===== src/rtl/pipe_net_n_if.sv =====
// rtl/pipe_net_n_if.sv - PipeIn ingress/egress/control bundle for pipe_net_n
interface pipe_net_n_if #(
    parameter int CHANNELS   = 4,
    parameter int DATA_WIDTH = 32,
    parameter int IDX_W      = $clog2(CHANNELS)
);
    logic [CHANNELS-1:0]            in_enq__ENA;
    logic [CHANNELS*DATA_WIDTH-1:0] in_enq_v;
    logic [CHANNELS-1:0]            in_enq__RDY;
    logic [CHANNELS-1:0]            out_enq__ENA;
    logic [CHANNELS*DATA_WIDTH-1:0] out_enq_v;
    logic [CHANNELS-1:0]            out_enq__RDY;
    logic                           pause__ENA;
    logic                           pause__RDY;
    logic                           cfg_route__ENA;
    logic [CHANNELS*IDX_W-1:0]      cfg_route_v;
    logic                           cfg_route__RDY;

    modport slave (
        input  in_enq__ENA, in_enq_v, out_enq__RDY, pause__ENA, cfg_route__ENA, cfg_route_v,
        output in_enq__RDY, out_enq__ENA, out_enq_v, pause__RDY, cfg_route__RDY
    );

    modport master (
        output in_enq__ENA, in_enq_v, out_enq__RDY, pause__ENA, cfg_route__ENA, cfg_route_v,
        input  in_enq__RDY, out_enq__ENA, out_enq_v, pause__RDY, cfg_route__RDY
    );
endinterface


===== src/rtl/pipe_net_n.sv =====
// rtl/pipe_net_n.sv - N-channel PipeIn fabric: ingress skids, round-robin per egress, egress FIFOs
module pipe_net_n #(
    parameter int CHANNELS   = 4,
    parameter int DATA_WIDTH = 32,
    parameter int DEPTH      = 4,
    parameter int CROSSED    = 0
) (
    input  logic         CLK,
    input  logic         nRST,
    pipe_net_n_if.slave  bus
);
    localparam int IDX_W = $clog2(CHANNELS);
    localparam int PTR_W = $clog2(DEPTH);
    localparam int CNT_W = PTR_W + 1;
    localparam logic [IDX_W:0]   CH_W1     = (IDX_W+1)'(CHANNELS);
    localparam logic [IDX_W-1:0] LAST_IDX  = IDX_W'(CHANNELS - 1);
    localparam logic [CNT_W-1:0] CNT_DEPTH = CNT_W'(DEPTH);

    typedef enum logic [1:0] {ST_RUN = 2'd0, ST_DRAIN = 2'd1, ST_IDLE = 2'd2} state_t;
    state_t r_state, w_state_nxt;

    logic [CHANNELS-1:0]   r_skid_vld;
    logic [DATA_WIDTH-1:0] r_skid_data [CHANNELS];
    logic [IDX_W-1:0]      r_dest      [CHANNELS];
    logic [IDX_W-1:0]      r_rr        [CHANNELS];
    logic [DATA_WIDTH-1:0] r_mem       [CHANNELS][DEPTH];
    logic [PTR_W-1:0]      r_wp        [CHANNELS];
    logic [PTR_W-1:0]      r_rp        [CHANNELS];
    logic [CNT_W-1:0]      r_cnt       [CHANNELS];

    logic [CHANNELS-1:0] w_accept, w_take, w_gnt_vld, w_pop;
    logic [IDX_W-1:0]    w_gnt_idx [CHANNELS];
    logic [IDX_W-1:0]    w_route   [CHANNELS];
    logic [IDX_W:0]      w_sum;
    logic [IDX_W-1:0]    w_cand;
    logic                w_all_empty;

    assign bus.in_enq__RDY    = ~r_skid_vld & {CHANNELS{r_state == ST_RUN}};
    assign bus.pause__RDY     = (r_state == ST_RUN);
    assign bus.cfg_route__RDY = (r_state == ST_IDLE);
    assign w_accept           = bus.in_enq__ENA & bus.in_enq__RDY;

    // Cyclic search from rr pointer; a skid has one destination so at most one egress takes it.
    always_comb begin
        w_gnt_vld = '0;
        w_take    = '0;
        w_sum     = '0;
        w_cand    = '0;
        for (int j = 0; j < CHANNELS; j++) begin
            w_gnt_idx[j] = '0;
            if (r_cnt[j] != CNT_DEPTH) begin
                for (int k = 0; k < CHANNELS; k++) begin
                    w_sum  = {1'b0, r_rr[j]} + (IDX_W+1)'(k);
                    w_cand = (w_sum >= CH_W1) ? IDX_W'(w_sum - CH_W1) : IDX_W'(w_sum);
                    if (!w_gnt_vld[j] && r_skid_vld[w_cand] && r_dest[w_cand] == IDX_W'(j)) begin
                        w_gnt_vld[j]   = 1'b1;
                        w_gnt_idx[j]   = w_cand;
                        w_take[w_cand] = 1'b1;
                    end
                end
            end
        end
    end

    always_comb begin
        w_all_empty = (r_skid_vld == '0);
        w_pop       = '0;
        for (int j = 0; j < CHANNELS; j++) begin
            w_pop[j] = (r_cnt[j] != '0) && bus.out_enq__RDY[j];
            if (r_cnt[j] != '0) w_all_empty = 1'b0;
        end
    end

    always_comb begin
        bus.out_enq__ENA = '0;
        bus.out_enq_v    = '0;
        for (int j = 0; j < CHANNELS; j++) begin
            bus.out_enq__ENA[j] = (r_cnt[j] != '0);
            if (r_cnt[j] != '0) bus.out_enq_v[j*DATA_WIDTH +: DATA_WIDTH] = r_mem[j][r_rp[j]];
        end
    end

    // Destinations beyond the channel count fold back by one subtraction (field < 2*CHANNELS).
    always_comb begin
        for (int i = 0; i < CHANNELS; i++) begin
            w_route[i] = bus.cfg_route_v[i*IDX_W +: IDX_W];
            if ({1'b0, w_route[i]} >= CH_W1) w_route[i] = IDX_W'({1'b0, w_route[i]} - CH_W1);
        end
    end

    always_comb begin
        w_state_nxt = r_state;
        case (r_state)
            ST_RUN:   if (bus.pause__ENA)     w_state_nxt = ST_DRAIN;
            ST_DRAIN: if (w_all_empty)        w_state_nxt = ST_IDLE;
            ST_IDLE:  if (bus.cfg_route__ENA) w_state_nxt = ST_RUN;
            default:                          w_state_nxt = ST_RUN;
        endcase
    end

    always_ff @(posedge CLK or negedge nRST) begin
        if (!nRST) begin
            r_state    <= ST_RUN;
            r_skid_vld <= '0;
            for (int i = 0; i < CHANNELS; i++) begin
                r_dest[i] <= (CROSSED != 0) ? IDX_W'(CHANNELS - 1 - i) : IDX_W'(i);
                r_rr[i]   <= '0;
                r_wp[i]   <= '0;
                r_rp[i]   <= '0;
                r_cnt[i]  <= '0;
            end
        end else begin
            r_state <= w_state_nxt;
            for (int i = 0; i < CHANNELS; i++) begin
                if (w_take[i])        r_skid_vld[i] <= 1'b0;
                else if (w_accept[i]) r_skid_vld[i] <= 1'b1;
                if (r_state == ST_IDLE && bus.cfg_route__ENA) r_dest[i] <= w_route[i];
            end
            for (int j = 0; j < CHANNELS; j++) begin
                if (w_gnt_vld[j]) begin
                    r_wp[j] <= r_wp[j] + PTR_W'(1);
                    r_rr[j] <= (w_gnt_idx[j] == LAST_IDX) ? '0 : w_gnt_idx[j] + IDX_W'(1);
                end
                if (w_pop[j]) r_rp[j] <= r_rp[j] + PTR_W'(1);
                if (w_gnt_vld[j] && !w_pop[j])      r_cnt[j] <= r_cnt[j] + CNT_W'(1);
                else if (!w_gnt_vld[j] && w_pop[j]) r_cnt[j] <= r_cnt[j] - CNT_W'(1);
            end
        end
    end

    // Payload storage carries no reset; validity lives in r_skid_vld and r_cnt.
    always_ff @(posedge CLK) begin
        for (int i = 0; i < CHANNELS; i++)
            if (w_accept[i]) r_skid_data[i] <= bus.in_enq_v[i*DATA_WIDTH +: DATA_WIDTH];
        for (int j = 0; j < CHANNELS; j++)
            if (w_gnt_vld[j]) r_mem[j][r_wp[j]] <= r_skid_data[w_gnt_idx[j]];
    end
endmodule


===== src/flat_wrapper.sv =====
// flat-port wrapper written by rule: the top's interface ports become plain ports
module pipe_net_n_flat 
#(
    parameter int CHANNELS   = 4,
    parameter int DATA_WIDTH = 32,
    parameter int DEPTH      = 4,
    parameter int CROSSED    = 0
)
  (CLK, nRST, bus_in_enq__ENA, bus_in_enq_v, bus_out_enq__RDY, bus_pause__ENA, bus_cfg_route__ENA, bus_cfg_route_v, bus_in_enq__RDY, bus_out_enq__ENA, bus_out_enq_v, bus_pause__RDY, bus_cfg_route__RDY);
  pipe_net_n_if #(.CHANNELS(CHANNELS), .DATA_WIDTH(DATA_WIDTH), .IDX_W((2))) bus_i ();
  input  logic CLK;
  input  logic nRST;
  input wire logic [$bits(bus_i.in_enq__ENA)-1:0] bus_in_enq__ENA;
  input wire logic [$bits(bus_i.in_enq_v)-1:0] bus_in_enq_v;
  input wire logic [$bits(bus_i.out_enq__RDY)-1:0] bus_out_enq__RDY;
  input wire logic [$bits(bus_i.pause__ENA)-1:0] bus_pause__ENA;
  input wire logic [$bits(bus_i.cfg_route__ENA)-1:0] bus_cfg_route__ENA;
  input wire logic [$bits(bus_i.cfg_route_v)-1:0] bus_cfg_route_v;
  output wire logic [$bits(bus_i.in_enq__RDY)-1:0] bus_in_enq__RDY;
  output wire logic [$bits(bus_i.out_enq__ENA)-1:0] bus_out_enq__ENA;
  output wire logic [$bits(bus_i.out_enq_v)-1:0] bus_out_enq_v;
  output wire logic [$bits(bus_i.pause__RDY)-1:0] bus_pause__RDY;
  output wire logic [$bits(bus_i.cfg_route__RDY)-1:0] bus_cfg_route__RDY;
  assign bus_i.in_enq__ENA = bus_in_enq__ENA;
  assign bus_i.in_enq_v = bus_in_enq_v;
  assign bus_i.out_enq__RDY = bus_out_enq__RDY;
  assign bus_i.pause__ENA = bus_pause__ENA;
  assign bus_i.cfg_route__ENA = bus_cfg_route__ENA;
  assign bus_i.cfg_route_v = bus_cfg_route_v;
  assign bus_in_enq__RDY = bus_i.in_enq__RDY;
  assign bus_out_enq__ENA = bus_i.out_enq__ENA;
  assign bus_out_enq_v = bus_i.out_enq_v;
  assign bus_pause__RDY = bus_i.pause__RDY;
  assign bus_cfg_route__RDY = bus_i.cfg_route__RDY;
  pipe_net_n #(.CHANNELS(CHANNELS), .DATA_WIDTH(DATA_WIDTH), .DEPTH(DEPTH), .CROSSED(CROSSED)) u_core (.CLK(CLK), .nRST(nRST), .bus(bus_i));
endmodule

===== config.mk =====
export PLATFORM = sky130hd
export DESIGN_NAME = pipe_net_n_flat
export DESIGN_NICKNAME = d
export VERILOG_FILES = /design/src/rtl/pipe_net_n_if.sv /design/src/rtl/pipe_net_n.sv /design/src/flat_wrapper.sv
export SDC_FILE = /design/constraint.sdc
export NUM_CORES = 1
export LEC_CHECK = 0
export BUFFER_PORTS_ARGS = -buffer_cell sky130_fd_sc_hd__buf_2
export CORE_MARGIN = 4
export CORE_UTILIZATION = 40
export CTS_BUF_LIST = sky130_fd_sc_hd__clkbuf_4
export DETAILED_ROUTE_END_ITERATION = 10
export PLACE_DENSITY = 0.64
export SKIP_LAST_GASP = 1
export SLEW_MARGIN = 5
export SYNTH_ARGS = -nofsm -noshare
export SYNTH_HDL_FRONTEND = slang
export SYNTH_SLANG_ARGS = --single-unit

===== constraint.sdc =====
create_clock -name CLK -period 3.6 [get_ports CLK]
set_input_delay 0.18 -clock CLK [delete_from_list [all_inputs] [get_ports CLK]]
set_output_delay 0.18 -clock CLK [all_outputs]
set_load 0.005 [all_outputs]

After elaboration in Yosys (flattened, before gate mapping) --
Memories as Yosys holds them, arrays and structs flattened. Cells that the tools add are included.
Word-level totals: register bits after elaboration 50, bits in writable memories 640, input bits 148, output and inout port bits 138, word-level logic and storage cells 598, memories 2
Memories:
- u_core.r_mem | depth 4, bits a word 128, rd ports 4, clocked after Yosys merged registers in 0, wr ports 4, RTL line pipe_net_n.sv:26 | logic [DATA_WIDTH-1:0] r_mem [CHANNELS][DEPTH];
- u_core.r_skid_data | depth 4, bits a word 32, rd ports 4, clocked after Yosys merged registers in 0, wr ports 4, RTL line pipe_net_n.sv:23 | logic [DATA_WIDTH-1:0] r_skid_data [CHANNELS];
Operators by class: add/sub/neg operators 48, order comparisons 76, equality and inequality tests 25, multiplexer cells 280, bitwise operators 42, reduce and logical (&&, ||, !) cells 100
Operators with widths (count):
- two-way mux 128 bit | 4
- two-way mux 32 bit | 16
- binary-select mux 32 bit (select 2 bit) | 4
- demux 32 bit (select 2 bit) | 4
- two-way mux 2 bit | 75
- two-way mux 4 bit | 32
- >= comparator 3 bit (second input constant) | 36
- two-way mux 1 bit | 88
- inverter 2 -> 3 bit | 24
- binary-select mux 2 bit (select 2 bit) | 16
- logical AND 1 bit | 61
- bitwise OR 4 bit | 15
- less-than comparator 2 x 3 -> 1 bit (second input constant) | 16
- binary-select mux 1 bit (select 2 bit) | 16
- demux 1 bit (select 2 bit) | 16
- >= comparator 2 x 1 -> 1 bit (second input constant) | 16
- subtractor 2 x 1 -> 2 bit (second input constant) | 16
- equality test 2 bit (second input constant) | 13
- adder 2 x 1 -> 2 bit (second input constant) | 12
- adder 2 x 2 -> 3 bit (second input constant) | 8
- two-way mux 3 bit | 8
- logical NOT 1 bit | 20
- nonzero test 2 bit | 8
- adder 2 x 1 -> 3 bit (second input constant) | 4
- other kinds (15) | 43

Depth between registers and ports, before layout --
word-level depth 62, depth in mapped cells 13, depth with buffers taken out 9

Worst setup path after synthesis --
No wires, ideal clock.
kind register to register, start point reg u_core.r_rr[6] (netlist bit), end point mem u_core.r_mem[0][109] (netlist bit) (data pin), library setup time 0.294 ns, arrival 3.478 ns, required time 3.306 ns, path slack -0.172 ns, cell stages (with the launch flop) 13, path buffers 4, clock period less this slack 3.772 ns, cells stage by stage dfrtp_1 clkbuf_1 clkinv_1 ha_1 buf_1 mux4_2 and2_4 or4_4 and2_4 buf_6 buf_6 a21oi_2 a32oi_1
RTL lines:
- start, declared | RTL line pipe_net_n.sv:25 | logic [IDX_W-1:0] r_rr [CHANNELS];
- start signal, assigned by index | RTL line pipe_net_n.sv:122 | r_rr[j] <= (w_gnt_idx[j] == LAST_IDX) ? '0 : w_gnt_idx[j] + IDX_W'(1);
- end, declared | RTL line pipe_net_n.sv:26

==> run metrics <==
top post-synthesis cells by area edfxtp_1 61%, mux4_2 12%, mux2i_1 6.5%; top_reg_cell synth edfxtp_1; met1 Track Usage GR 29.4%; Finished Cell Area 40300 um2; Total GRT Usage 22.9%; clock slew at reported path FFs 0.07 ns; min Tclk post-route 3.45 ns; count leader, synth edfxtp_1; Synth top area share 60.8%; cells after synthesis 1881; Syn Nets 2073; number of detailed-route iterations in the first pass 5; final count of negative-setup-slack endpoints 0; root buffer cell clkbuf_4; Mapped Area 31600 um2; placed insts 3213; total power draw 28.7 mW; initial cell density of the core 40.6%; CTS tree done; Max Root-Sink Buffers 3; CP Class reg -> reg; clock power share 23.7%; met2 Use GR 38.1%; number of flops mapped to enable cells by yosys 640; Int Power 18.7 mW; Synth Area per Inst 16.8 um2; placer congestion estimate 0.879; kind of start point of the critical path register; Die ar. 83500 um2; GR peak layer met2; Hold Crit Class in -> reg; CP arrival 4.21 ns; Final Hold Viols 0; Worst Hold Depth 3; gr ovfl total 0; Port Buffers 285; R2R Path Start u_core.r_skid_vld[2]$_DFFE_PN0P_; total negative slack 0 ns; first-pass GRT wire length 140 mm; worst skew pair latency 1.05 ns; DP HPWL 65.4 mm; Slew Limit Fails 0; violation count after the first detailed-routing iteration 2055; async set or reset register ratio after synthesis 7.25%; core area 77800 um2; Setup crit end kind register; R2R cell count 10; hold_sp bus_in_enq__ENA[2]; fmax 0.290 GHz; share of post-route cells with drive strength above 1 33.5%; CTS Sinks 690; Min-Delay Endpoint u_core.r_skid_data[2][23]$_DFFE_PP_; H-tree Lvls 4; area delta synth->final 27.5%; layout net count 2850; Worst Tran Pin Value 1.05 ns; TritonCTS Buffers 179; I/O pin cnt 286; Seq cells post-synth 690; WL/cell 25.2 um; Yosys top cell by area edfxtp_1; antenna violations before repair 5; Die X 289 um; sequential share of the synthesized area 64.8%; total wire length 96.6 mm; number of global-route vias before repair 21906; DRC errors left 0; Gate power share 39.0%; status finished, final reports clean; Cell variety after synth 75; period utilization 95.7%; Cell Area, Placed 34900 um2; Final Skew 0.0827 ns; Relative slew margins 30.0%; Via density 5.48; layout filler cell count 6537; crit-path max FO 34; Worst path max stage delay 0.44 ns; P_sw 9.98 mW; list of most frequent post-synthesis cells 640 x edfxtp_1, 204 x mux2i_1, 170 x mux4_2, 153 x and2_1, 137 x nand2_1; met3 Use GR 4.99%; non-filler cells, final 3837; crit path max-delay cell type dfrtp_1; Vias 21024; Worst VDD drop 0.487 mV; pin count of the biggest net entering global routing 66; worst reg2reg setup slack 0.15 ns; Yosys Warn Count 0; sw frac 34.8%; max-cap violations 0; Leak 14.8 nW; PwrDens 713 nW/um2; Flop pwr share 37.3%; WP data required 4.37 ns; crit path cell chain buf_4, nand3b_1, a221oi_1, a2bb2oi_1, a31oi_1, a211oi_4, buf_12, mux2i_1, mux2i_1, buf_4; die height 289 um; reg2reg end u_core.r_mem[1][15]$_DFFE_PP_; number of nets with antenna violations after routing 0; # rows 102
==> worst max-delay path, delay by kind of cell (launching register included) <==
kind            cells  cell delay (ns)
simple gates        1             0.28
buf+inv             3             0.71
flops               1             0.44
mux                 2             0.37
compound gates      4             1.34
==> flip-flops by register name, summed over array words and instances (netlist names) <==
register / flops
u_core.r_cnt: 12
u_core.r_state: 2
u_core.r_rr: 8
u_core.r_mem: 512
u_core.r_skid_data: 128
u_core.r_skid_vld: 4
u_core.r_rp: 8
u_core.r_wp: 8
u_core.r_dest: 8
==> kinds of logic (layout without fill, tap and decap cells) <==
logic type,Yosys count,count (layout),share of synthesized area [%]
flip-flops,690,690,64.8
AO/OA/AOI/OAI,185,185,4.55
XOR/XNOR,26,26,0.721
buffers and inverters,149,1060,2.19
multiplexers,387,387,19.1
AND/OR/NAND/NOR,400,402,6.82
other,0,3,0
adder cells (fa/ha/maj),44,44,1.84
==> cell type report <==
type / count / area (um2) / share of cell area [%]
repair buffers: 717 / 5600 / 13.9
clock buffers: 236 / 1770 / 4.40
diodes: 3 / 7.51 / 0.0186
multi-input cells: 1044 / 10500 / 26.0
well taps: 1040 / 1300 / 3.23
flip-flops and latches: 690 / 20500 / 50.9
inverters: 26 / 98.8 / 0.245
clock inverters: 81 / 524 / 1.30
==> what timing repair did <==
action	4_1_cts	5_1_grt
resized for setup	0	1
setup endpoints to repair	0	147
endpoints found under the hold margin	297	0
setup buffers	0	3
hold buffers	299	0
==> power groups by stage <==
| stage | clock, mW | combinational (mW) | sequential (mW) |
|---|---|---|---|
| 2_1_floorplan | 0 | 6.82 | 10.5 |
| 3_3_place_gp | 0 | 10.7 | 10.8 |
| 3_5_place_dp | 0 | 10.9 | 10.9 |
| 4_1_cts | 6.96 | 11.2 | 10.7 |
| 5_1_grt | 7.46 | 12.0 | 10.8 |
| 6_report | 6.80 | 11.2 | 10.7 |
==> per-stage QoR <==
step	hold WS [ns]	utilization [%]	setup slack, ns
after floorplan	-0.116	-	0.00538
after global placement	0.359	44.8	0.254
after detailed placement	0.358	44.8	0.0892
after CTS	0.164	51.6	0.0373
after global routing	0.230	51.7	-0.000502
final	0.296	51.7	0.155
==> cell usage in the layout, fill, tap and decap left out, drive strengths merged, types with 5 or more instances in the layout <==
cell type    instances
bufinv               6
mux2                13
a32oi               36
ha                  40
a211oi               8
dlygate4sd3        298
nor3b                6
o211ai              10
a22oi               10
and2               157
a31oi                9
a21oi               42
buf                419
nand2              138
o21a                 5
nand3               26
mux2i              204
inv                 29
a2bb2oi              5
a21boi               6
nor2                19
xor2                 8
clkbuf             236
and3b                8
mux4               170
o21ai               17
nor3                10
edfxtp             640
clkinv              68
xnor2               18
nand3b               8
dfrtp               46
and3                 6
==> routing by layer <==
layer,wire length (um),part of all wire [%]
met1,38400,40
met2,47800,49
met3,7160,7.4
met4,3240,3.4
met5,0,0
==> worst max path at each step <==
stage,startpoint,endpoint,slack (ns),depth (start not counted)
4_1_cts,u_core.r_dest[2]$_DFFE_PN0P_,u_core.r_mem[0][11]$_DFFE_PP_,0.04,7
3_5_place_dp,u_core.r_dest[6]$_DFFE_PN0P_,u_core.r_mem[0][75]$_DFFE_PP_,0.09,7
2_1_floorplan,u_core.r_rr[1]$_DFFE_PN0P_,u_core.r_mem[3][120]$_DFFE_PP_,0.005,11
3_3_place_gp,u_core.r_dest[6]$_DFFE_PN0P_,u_core.r_mem[0][40]$_DFFE_PP_,0.25,7
6_report,u_core.r_skid_vld[2]$_DFFE_PN0P_,u_core.r_mem[1][15]$_DFFE_PP_,0.15,10
5_1_grt,u_core.r_skid_vld[2]$_DFFE_PN0P_,u_core.r_mem[1][55]$_DFFE_PP_,-0.0005,10
(Power assumes the default switching activity.)
